==> src/rtl/st7735_pkg.sv <==
// Shared definitions for the ST7735 sequencer: opcodes, init ROM entry format,
// FSM state encoding and the window-set byte table.
package st7735_pkg;

    localparam logic [7:0] CMD_SWRESET = 8'h01;
    localparam logic [7:0] CMD_SLPOUT  = 8'h11;
    localparam logic [7:0] CMD_COLMOD  = 8'h3A;
    localparam logic [7:0] CMD_MADCTL  = 8'h36;
    localparam logic [7:0] CMD_DISPON  = 8'h29;
    localparam logic [7:0] CMD_CASET   = 8'h2A;
    localparam logic [7:0] CMD_RASET   = 8'h2B;
    localparam logic [7:0] CMD_RAMWR   = 8'h2C;

    typedef enum logic [1:0] {
        ROM_CMD   = 2'b00,
        ROM_DATA  = 2'b01,
        ROM_DELAY = 2'b10,
        ROM_END   = 2'b11
    } rom_type_t;

    typedef struct packed {
        rom_type_t  kind;
        logic [7:0] val;
    } rom_entry_t;

    typedef enum logic [2:0] {
        ST_RST_LO,
        ST_RST_WAIT,
        ST_INIT_FETCH,
        ST_INIT_SEND,
        ST_INIT_DELAY,
        ST_IDLE,
        ST_WIN,
        ST_PIXEL
    } state_t;

    localparam int WIN_BYTES = 11;

    // Returns {dc, byte} for position idx of the CASET/RASET/RAMWR sequence.
    function automatic logic [8:0] win_byte(input logic [3:0] idx,
                                            input logic [15:0] x_end,
                                            input logic [15:0] y_end);
        case (idx)
            4'd0:    win_byte = {1'b0, CMD_CASET};
            4'd1:    win_byte = {1'b1, 8'h00};
            4'd2:    win_byte = {1'b1, 8'h00};
            4'd3:    win_byte = {1'b1, x_end[15:8]};
            4'd4:    win_byte = {1'b1, x_end[7:0]};
            4'd5:    win_byte = {1'b0, CMD_RASET};
            4'd6:    win_byte = {1'b1, 8'h00};
            4'd7:    win_byte = {1'b1, 8'h00};
            4'd8:    win_byte = {1'b1, y_end[15:8]};
            4'd9:    win_byte = {1'b1, y_end[7:0]};
            default: win_byte = {1'b0, CMD_RAMWR};
        endcase
    endfunction

endpackage

==> src/rtl/st7735_sequencer_if.sv <==
// Byte link to the SPI transmitter plus the incoming RGB565 pixel stream.
interface st7735_sequencer_if;
    logic [7:0]  TX_BYTE;
    logic        TX_DC;
    logic        TX_VALID;
    logic        TX_READY;
    logic [15:0] PIX_DATA;
    logic        PIX_VALID;
    logic        PIX_READY;

    modport master (
        output TX_BYTE, TX_DC, TX_VALID, PIX_READY,
        input  TX_READY, PIX_DATA, PIX_VALID
    );

    modport slave (
        input  TX_BYTE, TX_DC, TX_VALID, PIX_READY,
        output TX_READY, PIX_DATA, PIX_VALID
    );
endinterface

==> src/rtl/st7735_delay_timer.sv <==
// Loadable down-counter; done is high while the count sits at zero.
module st7735_delay_timer #(
    parameter int             W           = 32,
    parameter logic [W-1:0]   RESET_COUNT = '0
) (
    input  logic         clk,
    input  logic         rst,
    input  logic         load,
    input  logic [W-1:0] value,
    output logic         done
);
    logic [W-1:0] count_reg;

    always_ff @(posedge clk or posedge rst) begin
        if (rst) begin
            count_reg <= RESET_COUNT;
        end else if (load) begin
            count_reg <= value;
        end else if (count_reg != '0) begin
            count_reg <= count_reg - 1'b1;
        end
    end

    assign done = (count_reg == '0);
endmodule

==> src/rtl/st7735_sequencer.sv <==
// ST7735 scheduler: panel reset, init ROM playback, then per-frame window set
// and RGB565 pixel streaming as {DC,byte} over a valid/ready link.
module st7735_sequencer
    import st7735_pkg::*;
#(
    parameter int CLK_MHZ        = 12,
    parameter int RESET_US       = 10,
    parameter int DELAY_SCALE_US = 1000,
    parameter int WIDTH          = 128,
    parameter int HEIGHT         = 160
) (
    input  logic SYSTEM_CLK,
    input  logic RESET,
    input  logic FRAME_START,
    st7735_sequencer_if.master bus,
    output logic LCD_RESET,
    output logic INIT_DONE,
    output logic BUSY,
    output logic FRAME_DONE
);
    localparam int TW           = 32;
    localparam int RESET_CYCLES = RESET_US * CLK_MHZ;
    localparam int DELAY_UNIT   = DELAY_SCALE_US * CLK_MHZ;
    localparam int PIX_TOTAL    = WIDTH * HEIGHT;
    localparam int CNT_W        = $clog2(PIX_TOTAL + 1);
    localparam logic [CNT_W-1:0] PIX_LAST = CNT_W'(PIX_TOTAL);
    localparam logic [15:0]      X_END    = 16'(WIDTH - 1);
    localparam logic [15:0]      Y_END    = 16'(HEIGHT - 1);

    state_t           state_reg;
    logic [3:0]       rom_idx_reg;
    logic [3:0]       win_idx_reg;
    logic [CNT_W-1:0] pix_cnt_reg;
    logic [15:0]      pix_hold_reg;
    logic             pix_full_reg;
    logic             pix_lo_reg;
    logic             pix_ready_reg;
    logic [7:0]       tx_byte_reg;
    logic             tx_dc_reg;
    logic             tx_valid_reg;
    logic             lcd_reset_reg;
    logic             init_done_reg;
    logic             busy_reg;
    logic             frame_done_reg;

    logic             tx_fire;
    logic             tx_slot_free;
    logic             pix_accept;
    rom_entry_t       rom_entry;
    logic             timer_load;
    logic [TW-1:0]    timer_value;
    logic [TW-1:0]    delay_cycles;
    logic             timer_done;

    assign tx_fire      = tx_valid_reg && bus.TX_READY;
    assign tx_slot_free = !tx_valid_reg || bus.TX_READY;
    assign pix_accept   = bus.PIX_VALID && pix_ready_reg;

    always_comb begin
        rom_entry = '{ROM_END, 8'h00};
        case (rom_idx_reg)
            4'd0:  rom_entry = '{ROM_CMD,   CMD_SWRESET};
            4'd1:  rom_entry = '{ROM_DELAY, 8'd150};
            4'd2:  rom_entry = '{ROM_CMD,   CMD_SLPOUT};
            4'd3:  rom_entry = '{ROM_DELAY, 8'd255};
            4'd4:  rom_entry = '{ROM_CMD,   CMD_COLMOD};
            4'd5:  rom_entry = '{ROM_DATA,  8'h05};
            4'd6:  rom_entry = '{ROM_CMD,   CMD_MADCTL};
            4'd7:  rom_entry = '{ROM_DATA,  8'h00};
            4'd8:  rom_entry = '{ROM_CMD,   CMD_DISPON};
            4'd9:  rom_entry = '{ROM_DELAY, 8'd100};
            default: rom_entry = '{ROM_END, 8'h00};
        endcase
    end

    // A state lasting N cycles loads N-1; a zero delay still costs one cycle.
    assign delay_cycles = TW'(rom_entry.val) * TW'(DELAY_UNIT);

    always_comb begin
        timer_load  = 1'b0;
        timer_value = '0;
        case (state_reg)
            ST_RST_LO: begin
                if (timer_done) begin
                    timer_load  = 1'b1;
                    timer_value = TW'(RESET_CYCLES - 1);
                end
            end
            ST_INIT_FETCH: begin
                if (rom_entry.kind == ROM_DELAY) begin
                    timer_load  = 1'b1;
                    timer_value = (delay_cycles == '0) ? '0 : delay_cycles - 1'b1;
                end
            end
            default: ;
        endcase
    end

    st7735_delay_timer #(
        .W           (TW),
        .RESET_COUNT (TW'(RESET_CYCLES - 1))
    ) delay_timer (
        .clk   (SYSTEM_CLK),
        .rst   (RESET),
        .load  (timer_load),
        .value (timer_value),
        .done  (timer_done)
    );

    always_ff @(posedge SYSTEM_CLK or posedge RESET) begin
        if (RESET) begin
            state_reg      <= ST_RST_LO;
            rom_idx_reg    <= '0;
            win_idx_reg    <= '0;
            pix_cnt_reg    <= '0;
            pix_hold_reg   <= '0;
            pix_full_reg   <= 1'b0;
            pix_lo_reg     <= 1'b0;
            pix_ready_reg  <= 1'b0;
            tx_byte_reg    <= '0;
            tx_dc_reg      <= 1'b0;
            tx_valid_reg   <= 1'b0;
            lcd_reset_reg  <= 1'b0;
            init_done_reg  <= 1'b0;
            busy_reg       <= 1'b1;
            frame_done_reg <= 1'b0;
        end else begin
            frame_done_reg <= 1'b0;
            if (tx_fire) begin
                tx_valid_reg <= 1'b0;
            end
            case (state_reg)
                ST_RST_LO: begin
                    if (timer_done) begin
                        lcd_reset_reg <= 1'b1;
                        state_reg     <= ST_RST_WAIT;
                    end
                end
                ST_RST_WAIT: begin
                    if (timer_done) begin
                        rom_idx_reg <= '0;
                        state_reg   <= ST_INIT_FETCH;
                    end
                end
                // The link is always idle here, so a delay starts only after
                // the previous byte has actually transferred.
                ST_INIT_FETCH: begin
                    case (rom_entry.kind)
                        ROM_CMD, ROM_DATA: begin
                            tx_byte_reg  <= rom_entry.val;
                            tx_dc_reg    <= (rom_entry.kind == ROM_DATA);
                            tx_valid_reg <= 1'b1;
                            rom_idx_reg  <= rom_idx_reg + 1'b1;
                            state_reg    <= ST_INIT_SEND;
                        end
                        ROM_DELAY: begin
                            rom_idx_reg <= rom_idx_reg + 1'b1;
                            state_reg   <= ST_INIT_DELAY;
                        end
                        default: begin
                            init_done_reg <= 1'b1;
                            busy_reg      <= 1'b0;
                            state_reg     <= ST_IDLE;
                        end
                    endcase
                end
                ST_INIT_SEND: begin
                    if (tx_fire) begin
                        state_reg <= ST_INIT_FETCH;
                    end
                end
                ST_INIT_DELAY: begin
                    if (timer_done) begin
                        state_reg <= ST_INIT_FETCH;
                    end
                end
                ST_IDLE: begin
                    if (FRAME_START) begin
                        busy_reg    <= 1'b1;
                        win_idx_reg <= '0;
                        pix_cnt_reg <= '0;
                        state_reg   <= ST_WIN;
                    end
                end
                ST_WIN: begin
                    if (tx_slot_free) begin
                        if (win_idx_reg == 4'(WIN_BYTES)) begin
                            pix_full_reg  <= 1'b0;
                            pix_lo_reg    <= 1'b0;
                            pix_ready_reg <= 1'b1;
                            state_reg     <= ST_PIXEL;
                        end else begin
                            {tx_dc_reg, tx_byte_reg} <= win_byte(win_idx_reg, X_END, Y_END);
                            tx_valid_reg <= 1'b1;
                            win_idx_reg  <= win_idx_reg + 1'b1;
                        end
                    end
                end
                ST_PIXEL: begin
                    if (pix_accept) begin
                        pix_hold_reg  <= bus.PIX_DATA;
                        pix_full_reg  <= 1'b1;
                        pix_ready_reg <= 1'b0;
                        pix_cnt_reg   <= pix_cnt_reg + 1'b1;
                    end
                    if (pix_full_reg && tx_slot_free) begin
                        tx_valid_reg <= 1'b1;
                        tx_dc_reg    <= 1'b1;
                        if (!pix_lo_reg) begin
                            tx_byte_reg <= pix_hold_reg[15:8];
                            pix_lo_reg  <= 1'b1;
                        end else begin
                            tx_byte_reg   <= pix_hold_reg[7:0];
                            pix_lo_reg    <= 1'b0;
                            pix_full_reg  <= 1'b0;
                            pix_ready_reg <= (pix_cnt_reg != PIX_LAST);
                        end
                    end else if (!pix_full_reg && (pix_cnt_reg == PIX_LAST) && tx_fire) begin
                        frame_done_reg <= 1'b1;
                        busy_reg       <= 1'b0;
                        state_reg      <= ST_IDLE;
                    end
                end
                default: state_reg <= ST_RST_LO;
            endcase
        end
    end

    assign bus.TX_BYTE   = tx_byte_reg;
    assign bus.TX_DC     = tx_dc_reg;
    assign bus.TX_VALID  = tx_valid_reg;
    assign bus.PIX_READY = pix_ready_reg;
    assign LCD_RESET     = lcd_reset_reg;
    assign INIT_DONE     = init_done_reg;
    assign BUSY          = busy_reg;
    assign FRAME_DONE    = frame_done_reg;
endmodule

==> src/flat_wrapper.sv <==
// flat-port wrapper written by rule: the top's interface ports become plain ports
module st7735_sequencer_flat import st7735_pkg::*;
#(
    parameter int CLK_MHZ        = 12,
    parameter int RESET_US       = 10,
    parameter int DELAY_SCALE_US = 1000,
    parameter int WIDTH          = 128,
    parameter int HEIGHT         = 160
)
  (SYSTEM_CLK, RESET, FRAME_START, LCD_RESET, INIT_DONE, BUSY, FRAME_DONE, bus_TX_BYTE, bus_TX_DC, bus_TX_VALID, bus_PIX_READY, bus_TX_READY, bus_PIX_DATA, bus_PIX_VALID);
  st7735_sequencer_if bus_i ();
  input  logic SYSTEM_CLK;
  input  logic RESET;
  input  logic FRAME_START;
  output logic LCD_RESET;
  output logic INIT_DONE;
  output logic BUSY;
  output logic FRAME_DONE;
  output wire logic [$bits(bus_i.TX_BYTE)-1:0] bus_TX_BYTE;
  output wire logic [$bits(bus_i.TX_DC)-1:0] bus_TX_DC;
  output wire logic [$bits(bus_i.TX_VALID)-1:0] bus_TX_VALID;
  output wire logic [$bits(bus_i.PIX_READY)-1:0] bus_PIX_READY;
  input wire logic [$bits(bus_i.TX_READY)-1:0] bus_TX_READY;
  input wire logic [$bits(bus_i.PIX_DATA)-1:0] bus_PIX_DATA;
  input wire logic [$bits(bus_i.PIX_VALID)-1:0] bus_PIX_VALID;
  assign bus_TX_BYTE = bus_i.TX_BYTE;
  assign bus_TX_DC = bus_i.TX_DC;
  assign bus_TX_VALID = bus_i.TX_VALID;
  assign bus_PIX_READY = bus_i.PIX_READY;
  assign bus_i.TX_READY = bus_TX_READY;
  assign bus_i.PIX_DATA = bus_PIX_DATA;
  assign bus_i.PIX_VALID = bus_PIX_VALID;
  st7735_sequencer #(.CLK_MHZ(CLK_MHZ), .RESET_US(RESET_US), .DELAY_SCALE_US(DELAY_SCALE_US), .WIDTH(WIDTH), .HEIGHT(HEIGHT)) u_core (.SYSTEM_CLK(SYSTEM_CLK), .RESET(RESET), .FRAME_START(FRAME_START), .bus(bus_i), .LCD_RESET(LCD_RESET), .INIT_DONE(INIT_DONE), .BUSY(BUSY), .FRAME_DONE(FRAME_DONE));
endmodule
==> config.mk <==
export PLATFORM = sky130hd
export DESIGN_NAME = st7735_sequencer_flat
export DESIGN_NICKNAME = d
export VERILOG_FILES = /design/src/rtl/st7735_pkg.sv /design/src/rtl/st7735_sequencer_if.sv /design/src/rtl/st7735_delay_timer.sv /design/src/rtl/st7735_sequencer.sv /design/src/flat_wrapper.sv
export SDC_FILE = /design/constraint.sdc
export NUM_CORES = 1
export LEC_CHECK = 0
export CAP_MARGIN = 10
export CORE_ASPECT_RATIO = 1.4
export CORE_MARGIN = 2
export CORE_UTILIZATION = 40
export DETAILED_ROUTE_END_ITERATION = 6
export PLACE_DENSITY = 0.63
export SLEW_MARGIN = 40
export SYNTH_ARGS = -nofsm -noshare
export SYNTH_HDL_FRONTEND = slang
export SYNTH_HIERARCHICAL = 1
export SYNTH_SLANG_ARGS = --single-unit
==> constraint.sdc <==
create_clock -name SYSTEM_CLK -period 8.8 [get_ports SYSTEM_CLK]
set_clock_uncertainty 0.1 [all_clocks]
set_input_delay 1.32 -clock SYSTEM_CLK [delete_from_list [all_inputs] [get_ports SYSTEM_CLK]]
set_output_delay 1.32 -clock SYSTEM_CLK [all_outputs]
set_load 0.005 [all_outputs]
[Yosys cells after proc, flatten, opt, wreduce, memory -nomap -nowiden]
Memory sizes are Yosys's and may differ from the RTL's.
Cells that the tools add are included.
Storage, ports and cells
  register bits after elaboration: 91
  bits in read-only memories: 304
  input port bits: 21
  output and inout bits: 15
  word-level logic and storage cells: 155
  memories: 2
Operators by class
  $add $sub $neg: 5
  $mul: 1
  equality and inequality tests: 27
  multiplexer cells: 69
  bitwise operators: 1
  reductions and logical operators: 34
Memories
  (name not given): words 16, bits a word 10, rd ports 1, clocked after memory_dff 0, wr ports 0, RTL line st7735_sequencer.sv:61  | case (rom_idx_reg)
  (name not given): words 16, bits a word 9, rd ports 1, clocked after memory_dff 0, wr ports 0, RTL line st7735_pkg.sv:43  | case (idx)
Operators with widths (number)
  2-to-1 mux 32 bit: 4
  zero test 32 bit: 2
  case mux 32 bit (2 select lines): 1
  2-to-1 mux 8 bit: 5
  nonzero test 32 bit: 1
  subtractor 32 x 1 -> 32 bit, second input constant: 1
  2-to-1 mux 1 bit: 30
  2-to-1 mux 15 bit: 2
  case mux 15 bit (2 select lines): 1
  2-to-1 mux 3 bit: 8
  case mux 8 bit (3 select lines): 1
  subtractor 22 x 1 -> 23 bit, second input constant: 1
  case mux 3 bit (7 select lines): 1
  2-to-1 mux 4 bit: 5
  multiplier 8 x 9 -> 17 bit, second input constant: 1
  != test 2 x 1 -> 1 bit, second input constant: 8
  case mux 4 bit (2 select lines): 2
  adder 15 x 1 -> 15 bit, second input constant: 1
  equality test 15 bit, second input constant: 1
  != test 15 bit, second input constant: 1
  != test 2 bit, second input constant: 7
  equality test 3 bit, second input constant: 4
  AND reduction 5 bit: 2
  nonzero test 2 bit: 5
  23 further kinds: 42

[Depth between registers and ports, before layout]
An unclocked memory read counts as a cell.
  depth in word-level cells: 7
  gate-level depth with buffers: 25

[By module]
Netlist, hierarchy kept.
Modules (own cells, without submodules)
  st7735_sequencer: times used 1, cells an instance 614, area each 5507.8 um^2
  st7735_delay_timer: times used 1, cells an instance 196, area each 1844.3 um^2

[Worst setup path after synthesis]
OpenSTA, ideal clock, no wires.
  kind: register to register
  start: register u_core.rom_idx_reg[0]
  end: register u_core.delay_timer.count_reg[24]
  setup time: 0.095 ns
  arrival: 6.324 ns
  required time: 8.605 ns
  slack: 2.281 ns
  stages on the path, launching flop included: 23
  buffers on the path: 0
  period minus slack after synthesis: 6.519 ns
  path through: dfrtp_1 > inv_1 > ha_1 > nor2_1 > o31ai_1 > inv_1 > fa_1 > fa_1 > inv_1 > fa_1 > inv_1 > fa_1 > inv_1 > ha_1 > a21o_1 > a221oi_4 > nor3_1 > nor4_2 > nand4b_1 > nor2_1 > nor4bb_1 > nand2_1 > o31ai_1
Between the ends
  longest elaborated chain between the ends: 7
  elaborated cells between the ends (all ways): 12
  classes of those cells: 1 x add/sub; 1 x mul; 1 x eq/ne; 6 x mux; 2 x reduce/logical; 1 x memory
RTL lines
  start, declared: RTL line st7735_sequencer.sv:31  | logic [3:0] rom_idx_reg;
  start signal, assigned: RTL line st7735_sequencer.sv:153  | rom_idx_reg <= rom_idx_reg + 1'b1;
  start signal, assigned: RTL line st7735_sequencer.sv:157  | rom_idx_reg <= rom_idx_reg + 1'b1;
  memory (16 x 10 bit) (*)
  multiplier 8 x 9 -> 17 bit: RTL line st7735_sequencer.sv:77  | assign delay_cycles = TW'(rom_entry.val) * TW'(DELAY_UNIT);
  subtractor 22 x 1 -> 23 bit / zero test 32 bit (equally long branches): RTL line st7735_sequencer.sv:92  | timer_value = (delay_cycles == '0) ? '0 : delay_cycles - 1'b1;
  2-to-1 mux 32 bit: RTL line st7735_sequencer.sv:92
  2-to-1 mux 32 bit: RTL line st7735_sequencer.sv:90  | if (rom_entry.kind == ROM_DELAY) begin
  case mux 32 bit (2 select lines): RTL line st7735_sequencer.sv:82  | case (state_reg)
  2-to-1 mux 32 bit: RTL line st7735_delay_timer.sv:17  | end else if (load) begin
  end signal, assigned: RTL line st7735_delay_timer.sv:18  | count_reg <= value;
  end signal, assigned: RTL line st7735_delay_timer.sv:20  | count_reg <= count_reg - 1'b1;
  end, declared: RTL line st7735_delay_timer.sv:12  | logic [W-1:0] count_reg;
Mark *: on every way between the ends. The rest lies on a longest branch, timed or not.
A chain may end at the register's enable or synchronous reset.

[Final worst setup path]
  start: register u_core.rom_idx_reg[2]
  end: register u_core.delay_timer.count_reg[1]
Between the ends
  longest elaborated chain between the ends: 7
  elaborated cells between the ends (all ways): 11
  classes of those cells: 1 x mul; 1 x eq/ne; 6 x mux; 2 x reduce/logical; 1 x memory
RTL lines (RTL line)
  memory (16 x 10 bit) (*)
  multiplier 8 x 9 -> 17 bit: st7735_sequencer.sv:77
  zero test 32 bit: st7735_sequencer.sv:92
  2-to-1 mux 32 bit: st7735_sequencer.sv:92
  2-to-1 mux 32 bit: st7735_sequencer.sv:90
  case mux 32 bit (2 select lines): st7735_sequencer.sv:82
  2-to-1 mux 32 bit: st7735_delay_timer.sv:17
Marks and branches as above.

==> reports/results.tsv <==
stage	metric	value	unit
logic_synthesis	synthesized area per cell	9.08	sq um
sta	maximum clock rate	0.140	GHz
clocking	root buffer cell	clkbuf_16	
logic_synthesis	top-area cell type share of the netlist area	28.6	%
clocking	clock buffer depth	2	
worst_setup_path	CP Data Required Time	8.98	ns
route	via/cell ratio	5.26	
worst_setup_path	signal arrival time at the worst endpoint	7.33	ns
route	Post-route DRC	0	
sta	unrepaired setup endpoints after global routing	no	
logic_synthesis	Cell variety after synth	72	
floorplan	DIE WIDTH	119	um
route	final WL	15.7	mm
clocking	CTS Hold Bufs	0	
route	post-route ant nets	0	
finish	Ant. Diodes	0	
clocking	CTS clk-pin slew, worst paths	0.07	ns
worst_setup_path	Critical Path End Type	flop	
finish	fin nets	935	
global_route	pin count of the biggest net entering global routing	60	
floorplan	core box area	18000	sq um
sta	Setup TNS	0	ns
worst_setup_path	CP Launch Type	flop	
floorplan	starting density of the core	40.9	%
logic_synthesis	asr flop ratio synth	100	%
placed_design	HPWL Detailed	12.0	mm
finish	area grow syn2layout	12.1	%
hold_path	worst min path class	reg -> reg	
flow_run	number of max-cap violations	0	
logic_synthesis	Seq cells post-synth	91	
global_route	gr ovfl total	0	
logic_synthesis	Synth area leader	dfrtp_1	
logic_synthesis	Mapped Cells	810	
floorplan	IO Pins	36	
route	detailed-router iteration count before antenna repair	7	
route	Initial DRC Count	310	
logic_synthesis	yosys warns	6	
floorplan	die area	19500	sq um
global_route	Total GRT Usage	16.9	%
status	outcome	completed	
logic_synthesis	cell area after synthesis	7350	sq um
sta	worst-margin pin slew	0.789	ns
finish	layout cells sized above 1	9.77	%
logic_synthesis	Syn Nets	911	
global_route	initial antenna violation count	0	
sta	Final Hold Fails	0	
global_route	first-pass GRT wire length	27.1	mm
sta	fin crit share	81.3	%
sta	final worst path period need	7.15	ns
logic_synthesis	EDFF count, synth	0	
logic_synthesis	Most used DFF post-synth	dfrtp_1	
route	Vias	5674	
finish	max FFs per register	32	
sta	Final setup violation count	0	
placed_design	Final Wtd Congestion	0.866	
clocking	Worst-Skew Late Latency	0.35	ns
placed_design	port buffer count	35	
clocking	CTS resizes	0	
worst_setup_path	crit path max fanout	18	
clocking	Inserted Clock Buffers	9	
sta	worst relative slew slack	47.2	%
floorplan	# rows	58	
logic_synthesis	top cells by area, synth	dfrtp_1 29%, ha_1 9.4%, fa_1 6.8%, xnor2_1 4.5%, nand2_1 4.3%	
clocking	CTS Sinks	91	
sta	Pins Over Slew Limit	0	
route	post-DR wirelength/cell	14.5	um
logic_synthesis	register area share after synthesis	31.1	%
clocking	H-tree Lvls	3	
worst_setup_path	CP Class	reg -> reg	
clocking	setup repair bufs after CTS	0	
global_route	vias in the first global route	5707	
clocking	CTS tree	done	
floorplan	Die Y	164	um
==> layer usage <==
layer | track usage, % | share of wire (%) | routed length, um | vias to the layer above
met5 | 0 | 0 | 0 | -
met1 | 20.0 | 44 | 6860 | 2701
li1 | - | - | - | 2865
met3 | 2.42 | 2.6 | 409 | 27
met2 | 30.4 | 51 | 7940 | 81
met4 | 7.47 | 2.8 | 446 | 0
==> cells in the final DEF, fill, tap and decap left out, drive strengths merged, types with 9 or more instances in the layout <==
master	instances
nand2	85
nand4	10
o21ai	58
nand3	24
fa	25
clkdlybuf4s50	35
nand2b	14
dfrtp	84
a211oi	9
nor2	77
clkbuf	9
ha	55
nor3	18
nor4	15
xnor2	39
inv	63
mux2	27
xor2	24
nor2b	11
o31ai	19
a21oi	27
==> Yosys cell counts (6+ instances only) <==
| cell | instances |
|---|---|
| nand2_1 | 85 |
| dfrtp_1 | 84 |
| nor2_1 | 77 |
| inv_1 | 59 |
| ha_1 | 55 |
| o21ai_0 | 55 |
| xnor2_1 | 38 |
| a21oi_1 | 27 |
| mux2_2 | 27 |
| fa_1 | 25 |
| xor2_1 | 24 |
| nand3_1 | 23 |
| clkbuf_1 | 22 |
| nor3_1 | 18 |
| o31ai_1 | 18 |
| nand2b_1 | 14 |
| nor2b_1 | 11 |
| nor4_1 | 10 |
| a211oi_1 | 8 |
| nand4_1 | 8 |
| a21o_1 | 7 |
| dfstp_2 | 7 |
| mux2i_1 | 7 |
| a222oi_1 | 6 |
| nand3b_1 | 6 |
| or3_1 | 6 |
==> logic make-up after synthesis <==
group           after synthesis  synth area share, %
xor+xnor                     63                 7.61
fa+ha+maj                    80                 16.2
buf+inv                      91                 4.92
simple gates                297                 21.2
mux                          34                 5.09
flops                        91                 31.1
compound gates              154                 14.0
==> critical path, stage by stage (launching register included) <==
cell      delay [ns]
dfrtp_1         0.55
clkinv_1        0.31
o31ai_1         0.69
inv_1           0.18
fa_1            0.54
fa_1            0.55
inv_1           0.06
fa_1            0.53
inv_1           0.05
fa_1            0.52
inv_1           0.04
ha_1            0.34
a21o_1          0.24
a221oi_4        0.45
o21ai_1         0.19
xnor2_2         0.29
nand4_2         0.22
o31ai_4         0.69
nand2_1         0.22
mux2_2          0.31
==> worst paths after layout <==
kind | from | to | slack, ns | depth (start not counted)
min | u_core/LCD_RESET | u_core/LCD_RESET | 0.39 | 1
max in group asynchronous | RESET | u_core/bus.TX_BYTE[4] | 6.86 | 3
min reg2reg | u_core/LCD_RESET | u_core/LCD_RESET | 0.39 | 1
min in group asynchronous | RESET | u_core/delay_timer/count_reg[7] | 1.31 | 3
max reg2reg | u_core/rom_idx_reg[2] | u_core/delay_timer/count_reg[1] | 1.65 | 19
max | u_core/rom_idx_reg[2] | u_core/delay_timer/count_reg[1] | 1.65 | 19
==> through the flow <==
| stage | setup slack [ns] | hold slack [ns] | std cells | area [sq um] | utilization [%] |
|---|---|---|---|---|---|
| after global routing | 1.12 | 0.417 | 1079 | 8240 | 45.8 |
| final | 1.65 | 0.387 | 1079 | 8240 | 45.8 |
| after detailed placement | 1.59 | 0.374 | 1063 | 7930 | 44.1 |
| after floorplan | 2.28 | 0.359 | 810 | 7350 | - |
| after global placement | 1.76 | 0.375 | 1063 | 7930 | 44.1 |
| after CTS | 1.57 | 0.399 | 1079 | 8240 | 45.8 |
==> layout make-up <==
cell class | instances | area (sq um)
Inverter | 61 | 229
Fill cell | 1784 | 9750
Tap cell | 240 | 300
Timing Repair Buffer | 43 | 414
Clock inverter | 7 | 81.3
Clock buffer | 9 | 225
Multi-Input combinational cell | 628 | 4710
Sequential cell | 91 | 2290
Power is not shown: default switching activity piles up to over one toggle a cycle in this logic, so the estimate is an artifact.
